`config.mk`:
```
export PLATFORM = sky130hd
export DESIGN_NAME = ifid_decode_stage
export DESIGN_NICKNAME = d
export VERILOG_FILES = /design/src/rtl/ifid_decode_stage.sv
export SDC_FILE = /design/constraint.sdc
export NUM_CORES = 1
export LEC_CHECK = 0
export CORE_ASPECT_RATIO = 0.5
export CORE_MARGIN = 8
export CORE_UTILIZATION = 40
export CTS_BUF_LIST = sky130_fd_sc_hd__clkbuf_2 sky130_fd_sc_hd__clkbuf_4 sky130_fd_sc_hd__clkbuf_8
export CTS_CLUSTER_DIAMETER = 200
export DETAILED_ROUTE_END_ITERATION = 12
export PLACE_DENSITY = 0.73
export REMOVE_ABC_BUFFERS = 1
export SLEW_MARGIN = 20
export SYNTH_ARGS = -nofsm -noshare
export SYNTH_HDL_FRONTEND = slang
export SYNTH_SLANG_ARGS = --single-unit
```
`constraint.sdc`:
```
create_clock -name clk -period 18.04 [get_ports clk]
set_input_delay 5.412 -clock clk [delete_from_list [all_inputs] [get_ports clk]]
set_output_delay 5.412 -clock clk [all_outputs]
set_load 0.01 [all_outputs]
```
`src/rtl/ifid_decode_stage.sv`:
```
// IF/ID boundary stage: decodes each accepted instruction word and buffers it in a small FIFO.
// Optional macro IFID_ILLEGAL_TRAP_EN drops illegal opcodes at write time and pulses illegal_op_o.
module ifid_decode_stage #(
  parameter int PC_W  = 32,
  parameter int DEPTH = 2
) (
  input  logic            clk,
  input  logic            rst,
  input  logic            flush_i,
  input  logic            in_valid_i,
  output logic            in_ready_o,
  input  logic [31:0]     in_instr_i,
  input  logic [PC_W-1:0] in_pc_i,
  output logic            out_valid_o,
  input  logic            out_ready_i,
  output logic [PC_W-1:0] out_pc_o,
  output logic [5:0]      out_opcode_o,
  output logic [4:0]      out_rs_o,
  output logic [4:0]      out_rt_o,
  output logic [4:0]      out_rd_o,
  output logic [4:0]      out_shamt_o,
  output logic [31:0]     out_imm_o,
  output logic [25:0]     out_target_o,
  output logic [1:0]      out_class_o,
  output logic            illegal_op_o
);
  localparam int PTR_W = $clog2(DEPTH);
  localparam logic [PTR_W:0] FULL_CNT = DEPTH[PTR_W:0];

  typedef struct packed {
    logic [PC_W-1:0] pc;
    logic [5:0]      opcode;
    logic [4:0]      rs;
    logic [4:0]      rt;
    logic [4:0]      rd;
    logic [4:0]      shamt;
    logic [31:0]     imm;
    logic [25:0]     target;
    logic [1:0]      cls;
  } entry_t;

  entry_t           mem_q [DEPTH];
  entry_t           dec;
  entry_t           head;
  logic [PTR_W-1:0] wr_ptr_q, rd_ptr_q;
  logic [PTR_W:0]   count_q, count_d;
  logic             push, pop, wr_en;

  always_comb begin
    dec        = '0;
    dec.pc     = in_pc_i;
    dec.opcode = in_instr_i[31:26];
    dec.rs     = in_instr_i[25:21];
    dec.rt     = in_instr_i[20:16];
    dec.rd     = in_instr_i[15:11];
    dec.shamt  = in_instr_i[10:6];
    dec.target = in_instr_i[25:0];
    if (dec.opcode <= 6'h14)      dec.cls = 2'b00;
    else if (dec.opcode <= 6'h20) dec.cls = 2'b01;
    else if (dec.opcode <= 6'h27) dec.cls = 2'b10;
    else                          dec.cls = 2'b11;
    // lui shifts up, logical immediates zero-extend, everything else sign-extends
    if (dec.opcode == 6'h15)
      dec.imm = {in_instr_i[15:0], 16'h0000};
    else if (dec.opcode >= 6'h19 && dec.opcode <= 6'h1B)
      dec.imm = {16'h0000, in_instr_i[15:0]};
    else
      dec.imm = {{16{in_instr_i[15]}}, in_instr_i[15:0]};
  end

  assign in_ready_o  = (count_q != FULL_CNT) && !rst;
  assign out_valid_o = (count_q != '0);
  assign push        = in_valid_i && in_ready_o && !flush_i;
  assign pop         = out_valid_o && out_ready_i && !flush_i;

`ifdef IFID_ILLEGAL_TRAP_EN
  logic illegal_q;
  assign wr_en        = push && (dec.cls != 2'b11);
  assign illegal_op_o = illegal_q;

  always_ff @(posedge clk or posedge rst) begin
    if (rst) illegal_q <= 1'b0;
    else     illegal_q <= push && (dec.cls == 2'b11);
  end
`else
  assign wr_en        = push;
  assign illegal_op_o = 1'b0;
`endif

  always_comb begin
    count_d = count_q;
    case ({wr_en, pop})
      2'b10:   count_d = count_q + 1'b1;
      2'b01:   count_d = count_q - 1'b1;
      default: count_d = count_q;
    endcase
    if (flush_i) count_d = '0;
  end

  always_ff @(posedge clk or posedge rst) begin
    if (rst) begin
      count_q  <= '0;
      wr_ptr_q <= '0;
      rd_ptr_q <= '0;
      for (int i = 0; i < DEPTH; i++) mem_q[i] <= '0;
    end else begin
      count_q <= count_d;
      if (flush_i) begin
        wr_ptr_q <= '0;
        rd_ptr_q <= '0;
      end else begin
        if (wr_en) begin
          mem_q[wr_ptr_q] <= dec;
          wr_ptr_q        <= wr_ptr_q + 1'b1;
        end
        if (pop) rd_ptr_q <= rd_ptr_q + 1'b1;
      end
    end
  end

  assign head         = mem_q[rd_ptr_q];
  assign out_pc_o     = head.pc;
  assign out_opcode_o = head.opcode;
  assign out_rs_o     = head.rs;
  assign out_rt_o     = head.rt;
  assign out_rd_o     = head.rd;
  assign out_shamt_o  = head.shamt;
  assign out_imm_o    = head.imm;
  assign out_target_o = head.target;
  assign out_class_o  = head.cls;
endmodule

```
==> results.json <==
{
  "initial_core_util_pct": 40.2,
  "yosys.area.top_type": "dfrtp_1",
  "ys_seq_area_share_pct": 55.3,
  "drive_above_1_share_pct": 13.1,
  "place.detailed.hpwl_mm": 15.3,
  "cp-start-kind": "primary input",
  "core_um2": 22500,
  "crit_fanout": 4,
  "synthAdderAreaFrac_pct": 0,
  "root_buffer": "clkbuf_8",
  "slew_headroom_pct": 26.4,
  "setup.worst_path.class": "in -> out",
  "end_kind": "primary output",
  "ys_top_cells_by_area": "dfrtp_1 (55%), nand2_1 (20%), mux2_2 (12%)",
  "rows": 39,
  "synthMuxAreaShare_pct": 12.5,
  "postCtsSetupRepairBufs": 0,
  "synth_async_sr_flop_share_pct": 100,
  "ant_nets": 0,
  "via_per_inst": 4.89,
  "cts_tree": "built",
  "cts_sinks": 200,
  "clock.fmax_mhz": 82.8,
  "routed_wl_mm": 23.6,
  "fin_crit_sh_pct": 66.9,
  "yosysWarningCount": 0,
  "maxSlewViolCount": 0,
  "cts_buffer_depth": 2,
  "ir_drop_uv": 51.4,
  "antenna_found_initial": 0,
  "p_leak_nw": 5.39,
  "die-width_um": 229,
  "num_vias": 6982,
  "ios": 190,
  "finalSetupViolCount": 0,
  "total_power_mw": 1.22,
  "grtUsageTotal_pct": 17.1,
  "gp_congestion": 0.757,
  "synthXorXnorAreaFrac_pct": 0.0968,
  "synthToLayoutAreaGrowth_pct": 25.2,
  "fin_worst_skew_ps": 8.29,
  "status": "finished, final reports clean",
  "wire_per_inst_um": 16.6,
  "p_per_area_nw_per_um2": 108,
  "htree_levels": 4,
  "gr-total-overflow": 0,
  "grt_pass1_vias": 6890,
  "drc": 0,
  "first_iter_violations": 526,
  "design.die.area_um2": 28000,
  "required_ps": 12630,
  "yosys.area_share.simple_pct": 22.0,
  "drt_pass1_iterations": 5,
  "maxCapViolCount": 0,
  "synth_compound_area_share_pct": 5.19,
  "synth_top_area_share_pct": 55.3,
  "path_clk_slew_ps": 90,
  "synthDistinctLibCells": 33,
  "port_buffers": 188,
  "grt_pass1_wl_mm": 38.3,
  "cts_resized": 0,
  "grt_max_degree": 126,
  "rsz0062_at_grt": "false",
  "fin_crit_ps": 12070,
  "clk-insertion-delay-late_ps": 490,
  "numCtsBuffers": 17,
  "r2r_start": "count_q[1]",
  "critical_path_arrival_ps": 6660,
  "worstSetupStartpoint": "rst",
  "syn_inst": 974,
  "nets": 1177,
  "synth_top_family_by_area": "simple AND/OR/NAND/NOR gates",
  "ys_seq_elements": 200,
  "die_y_um": 122,
  "avgSynthCellArea_um2": 9.29,
  "synth_edf_count": 0,
  "synth_area_um2": 9040,
  "hp-start": "mem_q[60]",
  "hold_viol": 0,
  "synth_ff_type": "dfrtp_1",
  "num_antenna_cells": 0,
  "tightest_slew_ps": 1100,
  "hold_path.class": "reg -> reg",
  "finalSetupTns_ps": 0,
  "cts_hold_buf": 0
}
[path summary, 6_finish.rpt]
kind | endpoint | slack (ps) | depth (start not counted)
min in group asynchronous | count_q[1] | 5540 | 2
worst min register to register | mem_q[60] | 470 | 2
worst min-delay path | mem_q[60] | 470 | 2
worst max-delay path | in_ready_o | 5970 | 3
max in group asynchronous | mem_q[1] | 10890 | 3
worst max register to register | mem_q[172] | 15470 | 5
[through the flow]
stage	area, um^2	util (%)	hold WS (ps)	setup slack [ps]	cells
2_1_floorplan	8600	-	440	5820	894
6_report	11300	50.3	473	5970	1428
3_5_place_dp	11000	48.7	457	5960	1396
3_3_place_gp	11000	48.7	452	5990	1396
5_1_grt	11300	50.3	489	5920	1428
4_1_cts	11300	50.3	479	5960	1428
[critical path: stages]
cell and delay [ps]:
clkdlybuf4s50_1 540, nor2_1 150, clkdlybuf4s50_1 560
[area by class of cell]
cell class	count	area, um^2
clock buffers	25	325
clock inverters	7	42.5
fillers	2092	11200
inverters	1	11.3
multi-input cells	693	3620
flip-flops and latches	200	5010
well taps	307	384
repair buffers	195	1930
[layer usage]
metal / part of all wire, % / routed length (um) / up-vias / global-route usage (%)
met5: 0 / 0 / - / 0
met4: 0.55 / 130 / 0 / 3.67
met3: 6.0 / 1410 / 10 / 5.58
met2: 43 / 10100 / 167 / 24.5
met1: 51 / 12000 / 3435 / 25.0
li1: - / - / 3370 / -
[placed cells by master (no fill, tap or decap), drive strengths merged, types with 3 or more instances in the layout]
master         count
nand2            488
dfrtp            200
clkdlybuf4s50    188
mux2             100
o21ai             41
o211ai            31
clkbuf            25
buf                7
nor2               6
clkinv             4
clkinvlp           3
nor2b              3
[cell families (layout without fill, tap and decap cells)]
kind of cell              Yosys count  in the layout
AOI/OAI and AO/OA                  77             77
muxes                             100            100
other                               1              1
DFF                               200            200
xor gates and xnor gates            1              1
buffers and inverters              81            228
and+or+nand+nor                   514            514
[power breakdown]
group	switching [mW]	internal [mW]	total, mW
sequential	0.0529	0.546	0.599
clock	0.153	0.117	0.271
combinational	0.158	0.195	0.353
[registers in the layout (all words and copies together) (netlist names)]
signal and flops:
rd_ptr_q 1, mem_q 196, wr_ptr_q 1, count_q 2
[cells in the mapped netlist (5+ instances only)]
library cell / count
buf_2: 17
buf_4: 22
nor2_1: 6
mux2_2: 100
o211ai_1: 31
dfrtp_1: 200
o21ai_0: 41
nand2_1: 488
buf_6: 5
clkbuf_1: 35
(Power assumes the default switching activity.)
